===== config.mk =====
export PLATFORM = sky130hd
export DESIGN_NAME = parking_sensor_decoder
export DESIGN_NICKNAME = d
export VERILOG_FILES = /design/src/rtl/parking_sensor_decoder.sv
export SDC_FILE = /design/constraint.sdc
export NUM_CORES = 1
export LEC_CHECK = 0
export ABC_CLOCK_PERIOD_IN_PS = 3400
export CORE_ASPECT_RATIO = 1.25
export CORE_UTILIZATION = 40
export CTS_CLUSTER_SIZE = 24
export DETAILED_ROUTE_END_ITERATION = 12
export PLACE_DENSITY = 0.63
export SYNTH_ARGS = -nofsm -noshare
export SYNTH_HDL_FRONTEND = slang
export SYNTH_SLANG_ARGS = --single-unit

===== constraint.sdc =====
create_clock -name CLK -period 3.4 [get_ports CLK]
set_input_delay 0.51 -clock CLK [delete_from_list [all_inputs] [get_ports CLK]]
set_output_delay 0.51 -clock CLK [all_outputs]
set_load 0.005 [all_outputs]

===== src/rtl/parking_sensor_decoder.sv =====
// parking_sensor_decoder: synchronise, debounce and decode a/b sensor pairs into entry/exit/error pulses
module parking_sensor_decoder #(
    parameter int DEBOUNCE_CYCLES = 120000,
    parameter int CNT_W           = 17,
    parameter bit ACTIVE_LOW      = 1'b0
) (
    input  logic CLK,
    input  logic RST,
    input  logic SENS_A,
    input  logic SENS_B,
    output logic ENTRY,
    output logic EXIT,
    output logic ERR,
    output logic A_DB,
    output logic B_DB
);
    typedef enum logic [2:0] {IDLE, E1, E2, E3, X1, X2, X3, WAIT} state_t;
    localparam logic [CNT_W-1:0] LAST = CNT_W'(DEBOUNCE_CYCLES - 1);
    logic [1:0] raw, s1, s2, db;
    logic [CNT_W-1:0] cnt [2];
    state_t state;
    assign raw = {SENS_A, SENS_B} ^ {2{ACTIVE_LOW}};
    assign A_DB = db[1];
    assign B_DB = db[0];
    // bit 1 carries channel a, bit 0 channel b, so db reads directly as the {a,b} pair
    always_ff @(posedge CLK) begin
        if (RST) begin
            s1  <= '0;
            s2  <= '0;
            db  <= '0;
            cnt <= '{default: '0};
        end else begin
            s1 <= raw;
            s2 <= s1;
            for (int i = 0; i < 2; i++) begin
                if (s2[i] == db[i]) cnt[i] <= '0;
                else if (cnt[i] == LAST) begin
                    cnt[i] <= '0;
                    db[i]  <= ~db[i];
                end else cnt[i] <= cnt[i] + 1'b1;
            end
        end
    end
    always_ff @(posedge CLK) begin
        if (RST) begin
            state <= IDLE;
            ENTRY <= 1'b0;
            EXIT  <= 1'b0;
            ERR   <= 1'b0;
        end else begin
            ENTRY <= 1'b0;
            EXIT  <= 1'b0;
            ERR   <= 1'b0;
            unique case (state)
                IDLE: case (db)
                    2'b10:   state <= E1;
                    2'b01:   state <= X1;
                    2'b11:   begin ERR <= 1'b1; state <= WAIT; end
                    default: state <= IDLE;
                endcase
                E1: case (db)
                    2'b11:   state <= E2;
                    2'b00:   state <= IDLE;
                    2'b01:   begin ERR <= 1'b1; state <= WAIT; end
                    default: state <= E1;
                endcase
                E2: case (db)
                    2'b01:   state <= E3;
                    2'b10:   state <= E1;
                    2'b00:   begin ERR <= 1'b1; state <= IDLE; end
                    default: state <= E2;
                endcase
                E3: case (db)
                    2'b00:   begin ENTRY <= 1'b1; state <= IDLE; end
                    2'b11:   state <= E2;
                    2'b10:   begin ERR <= 1'b1; state <= WAIT; end
                    default: state <= E3;
                endcase
                X1: case (db)
                    2'b11:   state <= X2;
                    2'b00:   state <= IDLE;
                    2'b10:   begin ERR <= 1'b1; state <= WAIT; end
                    default: state <= X1;
                endcase
                X2: case (db)
                    2'b10:   state <= X3;
                    2'b01:   state <= X1;
                    2'b00:   begin ERR <= 1'b1; state <= IDLE; end
                    default: state <= X2;
                endcase
                X3: case (db)
                    2'b00:   begin EXIT <= 1'b1; state <= IDLE; end
                    2'b11:   state <= X2;
                    2'b01:   begin ERR <= 1'b1; state <= WAIT; end
                    default: state <= X3;
                endcase
                WAIT: state <= (db == 2'b00) ? IDLE : WAIT;
                default: state <= IDLE;
            endcase
        end
    end
endmodule

# Word-level counts from Yosys, hierarchy flattened
# Cells that the tools add are included.
# word_totals
register_bits	46
output_inout_bits	5
# op_classes
mux	14
n_reduce_logical	11
eq_ne	14
n_bitwise	6
addsub	2
# ops
cell	count
$pmux W3 S3	6
$add A17 B1 Y17 const B	2
$eq A17 B17 Y1 const B	2
$pmux W3 S8	1
$eq A3 B3 Y1 const B	4
$reduce_or A2 Y1	5
$eq A3 B2 Y1 const B	2
$not A1 Y1	6
$pmux W2 S3	1
$reduce_or A3 Y1	2
$eq A2 B2 Y1 const B	2
$mux W1	4
$pmux W1 S4	1
$reduce_and A2 Y1	2
$eq A3 B1 Y1 const B	1
$logic_not A3 Y1	1
$mux W3	1
$eq A1 B1 Y1	2
$eq A2 B1 Y1 const B	1
$logic_not A2 Y1	1

# Depth between registers and ports, before layout
# Gate-level depths: netlist of run 1.
# logic_depth
word_depth	3
mapped_depth	7
depth_no_buf	6

# Worst setup path before layout of run 1
# Ideal clock, no wire load.
# synth_timing
kind	register to register
startpoint	reg cnt[8] (netlist name)
endpoint	reg cnt[16] (netlist name)
path_buffers	2
synth_period_minus_slack_ns	1.719
t_required_ns	3.285
arrival_time_ns	1.605
path_slack_ns	1.681
stages_incl_launch_ff	7
cell_sequence	dfxtp_1 > or4b_1 > nor4_2 > or3_1 > buf_6 > buf_8 > nor2_1
# synth_between
elab_chain_cells	2
word_cells_on_any_way	3
classes_between	add/sub: 1; eq/ne: 1; reduce/logical: 1
# synth_lines
item	line_no	source
from (decl)	20	logic [CNT_W-1:0] cnt [2];
from (signal, indexed assignment)	40	end else cnt[i] <= cnt[i] + 1'b1;
branches (longest 2 deep; another with $add A17 B1 Y17)	--	
# Parallel ways; which one is timed is not known.
# A chain may end at the register's enable or synchronous reset.

# Worst setup path after layout of run 1
# layout_timing
startpoint	reg cnt[17] (netlist name)
endpoint	reg cnt[31] (netlist name)
# The elaborated chain is that of the path after synthesis.

==> results of run 1 <==
[power by group through the flow]
stage / logic (mW) / registers [mW] / clock network [mW]
2_1_floorplan: 0.0101 / 0.555 / 0
3_3_place_gp: 0.0119 / 0.555 / 0
3_5_place_dp: 0.0121 / 0.555 / 0
4_1_cts: 0.0121 / 0.543 / 0.379
5_1_grt: 0.0138 / 0.543 / 0.399
6_report: 0.0117 / 0.543 / 0.363
[cell families after synthesis]
kind of cell | share of synthesized area
AO/OA/AOI/OAI | 0.04616
multiplexers | 0.02336
buffers and inverters | 0.04958
adder cells (fa/ha/maj) | 0.05128
flip-flops | 0.4194
XOR/XNOR | 0.1236
AND/OR/NAND/NOR | 0.2866
[cells in the mapped netlist, drive strengths merged]
| master | count |
|---|---|
| nand2b | 1 |
| nor3 | 10 |
| nor2b | 5 |
| o211a | 1 |
| nor4 | 12 |
| or3b | 1 |
| o32ai | 1 |
| o21bai | 1 |
| nor3b | 1 |
| a21oi | 6 |
| or3 | 4 |
| clkbuf | 5 |
| xnor2 | 27 |
| o21ai | 3 |
| xor2 | 4 |
| o41ai | 2 |
| ha | 9 |
| or4bb | 2 |
| inv | 10 |
| a31oi | 2 |
| dfxtp | 46 |
| nand4b | 3 |
| mux2i | 4 |
| nor4b | 1 |
| nand4 | 10 |
| buf | 4 |
| or2 | 2 |
| or4b | 1 |
| nor2 | 44 |
| mux2 | 1 |
| nand2 | 12 |
| nand3 | 12 |
[area by class of cell]
type / instances / area (um^2)
clock inverter: 1 / 8.758
sequential: 46 / 920.9
timing repair buffer: 8 / 80.08
inverter: 10 / 37.54
multi-input combinational: 182 / 1166
tap: 62 / 77.57
fill: 514 / 2801
clock buffer: 7 / 96.34
[sequential cells by signal, indices dropped and copies added (netlist names)]
register  count
db            2
cnt          34
ERR           1
s2            2
ENTRY         1
EXIT          1
s1            2
state         3
[per-stage QoR]
stage                       util  setup slack (ns)
after floorplan                -             1.681
after global placement    0.4398             1.235
after detailed placement  0.4398             1.213
after CTS                 0.4601             1.260
after global routing      0.4601             1.069
final                     0.4601             1.299
[worst max-delay path, cell delays in order, from the launching register on]
cell	delay [ns]
dfxtp_1	0.40
ha_1	0.23
nand4_1	0.31
nor4_2	0.40
or3_1	0.52
nor2_1	0.10
[worst max path at each step]
stage                                  start                  to  slack (ns)  cells after the start
after floorplan            cnt[8]$_SDFF_PP0_  cnt[16]$_SDFF_PP0_        1.68                      6
after global placement                   RST  cnt[30]$_SDFF_PP0_        1.23                      3
after detailed placement                 RST  cnt[30]$_SDFF_PP0_        1.21                      3
after CTS                 cnt[17]$_SDFF_PP0_  cnt[31]$_SDFF_PP0_        1.26                      5
after global routing      cnt[17]$_SDFF_PP0_  cnt[31]$_SDFF_PP0_        1.07                      5
final                     cnt[17]$_SDFF_PP0_  cnt[31]$_SDFF_PP0_        1.30                      5
[per-layer routing]
layer / wire length, um / share of wire
met1: 1742 / 0.49
met2: 1688 / 0.47
met3: 86 / 0.024
met4: 65 / 0.018
met5: 0 / 0
==> summary.txt, run 1 <==
Critical path
  – CP required: 3.56 ns
  – Crit end category: flip-flop
  – Type of the worst setup path: flip-flop to flip-flop
  – Critical path arrival: 2.26 ns
  – Peak fanout along the critical path: 17
  – R2R cell count: 5
  – CP startpoint kind: flip-flop
  – Launch point of the worst reg-to-reg path: cnt[17]$_SDFF_PP0_
  – R2R Setup Slk: 1.30 ns
  – RR Endpoint: cnt[31]$_SDFF_PP0_

Synthesis
  – Post-Syn Nets: 260
  – Cell count after synthesis: 247
  – Syn_area_per_cell: 8.890 um^2
  – Cell taking the most area after synthesis: dfxtp_1
  – Synthesis Warnings: 0
  – #FFs+latches synth: 46
  – Synth Cell Area: 0.002196 mm^2
  – Largest cells by area after synthesis: dfxtp_1 42%, xnor2_1 11%, nor2_1 7.5%
  – Seq/Total Area, Yosys: 0.4194
  – Netlist cell types: 34
  – Synth top area share: 0.4194

Floorplanning
  – Die height: 84.84 um
  – IO Count: 9
  – Die width: 68.27 um
  – FP Rows: 29
  – Initial Util: 0.4232
  – Core area: 0.005189 mm^2
  – Die ar.: 0.005792 mm^2

Drt
  – Starting DRT DRC Count: 31
  – # DRC: 0
  – Final wirelength: 3.583 mm
  – Vias: 1613
  – First-pass DRT Iterations: 4
  – Wire per inst: 11.34 um
  – Routed Antenna Nets: 0
  – Via-per-instance ratio: 5.104

Pwr
  – Clock power share: 0.396
  – Comb power frac: 0.013
  – Tot Pwr: 0.9172 mW
  – Sequential power share: 0.592
  – Power density over the cells: 384.2 mW/mm^2
  – Internal Power: 0.7327 mW
  – Switching part of the total power: 0.2011
  – Leak Pwr: 0.6876 nW
  – Worst vdd ir: 0.2009 mV
  – Net Switching: 0.1844 mW

Global route
  – Initial antenna violation count: 0
  – First-pass GRT wire length: 6.451 mm
  – All-layer global routing usage: 0.1439
  – Met1 Resource Use GR: 0.1836
  – GR Util met3: 0.04032
  – Largest net degree at the start of global routing: 18
  – Gr busiest metal: met2
  – Met2 GRT Util: 0.2210
  – Global route total overflow: 0
  – Vias in the first global route: 1537

Place
  – Port Buffers: 8
  – Post-detail-place hpwl: 2.500 mm
  – Placed Area: 0.002282 mm^2
  – Final Wtd Congestion: 0.7699
  – Inst Count DP: 308

Run
  – Max-Cap Viols: 0

Timing
  – Endpoints failing setup: 0
  – Rel. slew slack: 0.6316
  – Slew at the pin closest to its max-slew limit: 0.5527 ns
  – Min Tclk post-route: 2.101 ns
  – Setup TNS: 0 ns
  – Clock skew: 0.006771 ns
  – Final hold violations: 0
  – RSZ-0062 raised after global routing: false
  – Fmax achieved: 475.9 MHz
  – Tcrit/Tclk final: 0.6181
  – Pins Over Slew Limit: 0
  – Min Hold Slack: 0.4396 ns

Clock tree
  – CTS tree: yes
  – Post-CTS Setup Repair Bufs: 0
  – Clock slew at reported path FFs: 0.08 ns
  – CTS Root Cell: clkbuf_8
  – CTS Sinks: 46
  – Hold_buf cts: 0
  – Number of CTS-inserted buffers: 5
  – Max clock buf depth: 2
  – Clk_lat worst skew: 0.29 ns
  – H-tree levels: 2
  – CTS resizes: 0

Cells and area
  – # diodes: 0
  – Design area: 0.002387 mm^2
  – Area grow syn2layout: 8.718%
  – Most common cell after layout, fill and taps aside: dfxtp_1
  – Final cell count without fillers: 316
  – Final #Nets: 266
  – Most frequent cells in the layout: 46 x dfxtp_1, 44 x nor2_1, 27 x xnor2_1, 12 x nand3_1, 12 x nand2_1
  – Share of cells above drive strength 1: 0.05512

Worst hold path
  – Start point of the worst hold path: s1[1]$_SDFF_PP0_
  – Hold path cells: 1
  – Endpoint, Worst Hold: s2[1]$_SDFF_PP0_
  – Hold Crit Class: flip-flop to flip-flop

Run status
  – Status: finished, final reports clean
Note: power is estimated with default switching activity, not from simulation.
==> run 2: changes to the inputs <==
Settings changed: ABC_CLOCK_PERIOD_IN_PS 3400 to 1900, PLACE_DENSITY 0.63 to 0.66.
Clock period 3.4 ns to 1.9 ns, I/O delays scaled along.
==> run 2 against run 1 <==
Net effect:
- register-to-register slack worse by 1.2 ns
- global-route usage up 1.7 points
- critical path depth unchanged
- first-iteration DRC count rose to 3.2 times the previous value
- power up 89%
- hold slack better by 0.0084 ns
- sequential share of layout area down 1.9 points
- non-clock buffer count increased by 14
- flip-flop and latch count did not move
- via count is 4.9% higher
- sequential power up 79%
- clock power up 100%
- critical path type unchanged
==> summary.txt, run 2 (synthesis results as in run 1) <==
Place
  – Inst Count DP: 322
  – Post-detail-place hpwl: 2.768 mm
  – Port Buffers: 8
  – Final Wtd Congestion: 0.7487
  – Place WS: 0.09814 ns

Timing
  – Tcrit/Tclk final: 0.9376
  – RSZ-0062 raised after global routing: false
  – Clock skew: 0.004835 ns
  – Fmax achieved: 561.3 MHz
  – Pins Over Slew Limit: 0
  – Slew at the pin closest to its max-slew limit: 0.4353 ns
  – Final hold violations: 0
  – Final Worst Setup Slack: 0.1186 ns
  – Min Tclk post-route: 1.781 ns
  – Rel. slew slack: 0.7094
  – Setup TNS: 0 ns
  – Endpoints failing setup: 0

Clock tree
  – CTS Sinks: 46
  – CTS tree: yes
  – Clk_lat worst skew: 0.29 ns
  – Max clock buf depth: 2
  – H-tree levels: 2
  – CTS resizes: 0
  – Number of CTS-inserted buffers: 5
  – Clock slew at reported path FFs: 0.08 ns
  – Hold_buf cts: 0
  – CTS Root Cell: clkbuf_8
  – Post-CTS Setup Repair Bufs: 0

Cells and area
  – Largest regs: cnt x34, state x3
  – Max reg flops: 34
  – Largest Register: cnt
  – Area grow syn2layout: 14.42%
  – Most frequent cells in the layout: 46 x dfxtp_1, 44 x nor2_1, 27 x xnor2_1, 13 x buf_4
  – # diodes: 0
  – Area occupied by multi-input gates: 0.001166 mm^2
  – Most common cell after layout, fill and taps aside: dfxtp_1
  – Post-layout util: 0.4842
  – Final #Nets: 280
  – Fill cells: 513
  – Final cell count without fillers: 329
  – Share of cells above drive strength 1: 0.1011
  – FF+latch area: 920.9 um^2

Global route
  – First-pass GRT wire length: 7.113 mm
  – Global route total overflow: 0
  – Vias in the first global route: 1641
  – Initial antenna violation count: 0
  – All-layer global routing usage: 0.1608
  – Largest net degree at the start of global routing: 18

Run
  – Max-Cap Viols: 0

Critical path
  – CP Cell Sequence: or4b_1 -> nor4_2 -> or3_1 -> buf_4 -> nor2_1
  – CP startpoint kind: flip-flop
  – Peak fanout along the critical path: 17
  – Top cell family by delay on the critical path: simple AND/OR/NAND/NOR gates
  – Type of the worst setup path: flip-flop to flip-flop
  – Largest stage delay on the critical path: 0.54 ns
  – Worst path slowest cell: or4b_1
  – Crit end category: flip-flop
  – Crit path buffers/inverters: 1
  – Critical path arrival: 1.97 ns
  – CP required: 2.09 ns

Drt
  – Routed Antenna Nets: 0
  – Vias: 1692
  – # DRC: 0
  – Final wirelength: 3.932 mm
  – Wire per inst: 11.95 um
  – Via-per-instance ratio: 5.143
  – First-pass DRT Iterations: 4
  – Starting DRT DRC Count: 99

Pwr
  – Worst vdd ir: 0.4287 mV
  – Leak Pwr: 0.7686 nW
  – Power density over the cells: 689.5 mW/mm^2
  – Tot Pwr: 1.732 mW

Floorplanning
  – Core area: 0.005189 mm^2
  – Initial Util: 0.4232
  – IO Count: 9
  – Die ar.: 0.005792 mm^2
  – Die height: 84.84 um
  – Die width: 68.27 um
  – FP Rows: 29

Run status
  – Status: finished, final reports clean

Worst hold path
  – Hold Crit Class: flip-flop to flip-flop
[run 2: per-stage QoR]
step	hold WS, ns	area, um^2
floorplan	0.3566	2196
global placement	0.4152	2400
detailed placement	0.4291	2400
CTS	0.4522	2512
global route	0.4680	2512
finish	0.4480	2512
[run 2: metal layers]
layer  up-vias  GRT usage  share of wire
met3         7    0.04435          0.034
met4         0    0.07386          0.018
met2        34     0.2469           0.49
met1       769     0.2050           0.46
met5         -          0              0
li1        882          -              -
[run 2: cell type report]
type | count | area share
Multi-Input combinational cell | 182 | 0.4641
Sequential cell | 46 | 0.3665
Timing Repair Buffer | 22 | 0.07869
Clock buffer | 6 | 0.03287
Tap cell | 62 | 0.03088
Inverter | 10 | 0.01494
Clock inverter | 1 | 0.01195
[run 2: final timing paths]
check / slack, ns / startpoint / cells after the start / to
setup / recovery: 0.12 / cnt[8]$_SDFF_PP0_ / 5 / cnt[9]$_SDFF_PP0_
hold / removal: 0.45 / s1[0]$_SDFF_PP0_ / 1 / s2[0]$_SDFF_PP0_
setup reg to reg: 0.12 / cnt[8]$_SDFF_PP0_ / 5 / cnt[9]$_SDFF_PP0_
hold reg to reg: 0.45 / s1[0]$_SDFF_PP0_ / 1 / s2[0]$_SDFF_PP0_
[run 2: power breakdown]
group | switching (mW) | internal [mW] | total, mW | leakage, nW
Sequential | 0.00236 | 0.968 | 0.971 | 0.371
Clock | 0.313 | 0.421 | 0.734 | 0.0573
Combinational | 0.0129 | 0.0146 | 0.0275 | 0.340
Total | 0.329 | 1.40 | 1.73 | 0.769
==> run 3: changes to the inputs <==
Settings changed: ABC_CLOCK_PERIOD_IN_PS 1900 to 1440.
Clock period 1.9 ns to 1.44 ns, I/O delays scaled along.
==> run 3 against run 2 <==
Net effect:
- clock-buffer cell count grew 1
- sequential share of layout area fell by 5.1 points
- the flow now finishes with violations (setup timing)
- setup slack got worse by 0.29 ns
- clock skew down 0.0023 ns
==> summary.txt, run 3 (synthesis results as in run 1) <==
Timing
  – Final hold violations: 0
  – Final Worst Setup Slack: -0.1729 ns
  – Min Tclk post-route: 1.613 ns
  – Min Hold Slack: 0.4435 ns
  – RSZ-0062 raised after global routing: true
  – Endpoints failing setup: 38
  – Rel. slew slack: 0.7531
  – Setup TNS: -5.293 ns
  – Fmax achieved: 620.0 MHz
  – Tcrit/Tclk final: 1.120
  – Slew at the pin closest to its max-slew limit: 0.3669 ns
  – Pins Over Slew Limit: 0
  – Clock skew: 0.002486 ns

Place
  – Port Buffers: 8
  – Post-detail-place hpwl: 3.180 mm
  – Final Wtd Congestion: 0.8371
  – Placed Area: 0.002713 mm^2

Clock tree
  – Hold_buf cts: 0
  – H-tree levels: 2
  – Max clock buf depth: 2
  – CTS tree: yes
  – CTS Root Cell: clkbuf_8
  – Clock slew at reported path FFs: 0.08 ns
  – Clk_lat worst skew: 0.29 ns
  – CTS Sinks: 46
  – Number of CTS-inserted buffers: 5
  – Post-CTS Setup Repair Bufs: 0

Critical path
  – CP Cell Sequence: or4bb_1 -> nor4_2 -> or3_1 -> buf_12 -> a21oi_1
  – Launch point of the worst reg-to-reg path: cnt[25]$_SDFF_PP0_
  – CP required: 1.63 ns
  – Top cell family by delay on the critical path: simple AND/OR/NAND/NOR gates
  – Type of the worst setup path: flip-flop to flip-flop
  – Origin of the worst setup path: cnt[25]$_SDFF_PP0_
  – Worst path slowest cell: or4bb_1
  – Crit path buffers/inverters: 1
  – Largest stage delay on the critical path: 0.51 ns
  – Peak fanout along the critical path: 17
  – CP startpoint kind: flip-flop
  – Critical path arrival: 1.80 ns
  – Crit end category: flip-flop

Cells and area
  – # diodes: 0
  – Largest Register: cnt
  – Most common cell after layout, fill and taps aside: buf_4
  – Most frequent cells in the layout: 51 x buf_4, 40 x dfxtp_1, 35 x nor2_1, 27 x xnor2_1
  – Max reg flops: 34
  – Share of cells above drive strength 1: 0.3010
  – Final #Nets: 321
  – Area grow syn2layout: 34.47%
  – Largest regs: cnt x34, state x3
  – Design area: 0.002953 mm^2

Run
  – Max-Cap Viols: 0

Drt
  – Final wirelength: 4.690 mm
  – # DRC: 0
  – Via-per-instance ratio: 5.129
  – Wire per inst: 12.64 um
  – First-pass DRT Iterations: 4
  – Vias: 1903
  – Routed Antenna Nets: 0
  – Starting DRT DRC Count: 68

Floorplanning
  – Initial Util: 0.4232
  – Core area: 0.005189 mm^2
  – IO Count: 9
  – Die ar.: 0.005792 mm^2
  – Die height: 84.84 um
  – FP Rows: 29
  – Die width: 68.27 um

Run status
  – Failing checks: setup timing
  – Status: finished, violations left

Pwr
  – Leak Pwr: 1.039 nW
  – Power density over the cells: 726.9 mW/mm^2
  – Worst vdd ir: 0.3543 mV

Global route
  – Vias in the first global route: 1875
  – First-pass GRT wire length: 8.010 mm
  – Largest net degree at the start of global routing: 18
  – All-layer global routing usage: 0.1802
  – Initial antenna violation count: 0
  – Global route total overflow: 0

Worst hold path
  – Hold Crit Class: flip-flop to flip-flop
  – Start point of the worst hold path: s1[1]$_SDFF_PP0_
run 3: cell count changes in the layout (fill, tap and decap cells not counted), sizes merged:
cell / before / now
buf: 14 / 54
clkbuf: 6 / 8
bufinv: 1 / 0
clkdlybuf4s50: 8 / 7
clkinv: 0 / 1
dlymetal6s2s: 0 / 1
run 3: worst register-to-register path, stage by stage (launching register included):
cell	delay [ns]
dfxtp_1	0.31
or4bb_1	0.51
nor4_2	0.30
or3_1	0.19
buf_12	0.15
a21oi_1	0.05
run 3: through the flow:
stage               cells  setup slack, ns  total power, mW    util
global route          371          -0.2901            2.233  0.5691
finish                371          -0.1729            2.146  0.5691
floorplan             247          -0.2657            1.334       -
global placement      361          -0.1583            1.351  0.5228
detailed placement    361          -0.1911            1.352  0.5228
CTS                   370          -0.1845            2.165  0.5537
run 3: power breakdown:
group          internal (mW)  switching, mW  total (mW)  leakage [nW]
Sequential              1.28        0.00271        1.28         0.375
Clock                  0.388          0.427       0.815        0.0482
Combinational         0.0303         0.0227      0.0529         0.616
run 3: repair_timing:
item                                   in CTS  in global routing
pin swaps                                   2                  2
endpoints found under the hold margin       0                  0
cloned                                      1                  1
resized for setup                           9                 15
setup endpoints to repair                  39                 42
run 3: routing by layer:
metal / share of wire / up-vias / GRT usage / wire [um]
li1: - / 977 / - / -
met1: 0.44 / 893 / 0.2172 / 2087
met2: 0.52 / 24 / 0.3030 / 2426
met3: 0.021 / 9 / 0.04301 / 97
met4: 0.017 / 0 / 0.06439 / 78
met5: 0 / - / 0 / 0
run 3: path summary, 6_finish.rpt:
check,to,slack [ns],cells past startpoint
max,cnt[30]$_SDFF_PP0_,-0.17,5
min,s2[1]$_SDFF_PP0_,0.44,1
max reg2reg,cnt[30]$_SDFF_PP0_,-0.17,5
min reg2reg,s2[1]$_SDFF_PP0_,0.44,1
run 3: final cells by class:
class | instances | area, um^2
fillers | 469 | 2236
multi-input cells | 182 | 1257
flip-flops and latches | 46 | 930.9
repair buffers | 63 | 558.0
clock buffers | 7 | 86.33
well taps | 62 | 77.57
inverters | 10 | 37.54
clock inverters | 1 | 5.005
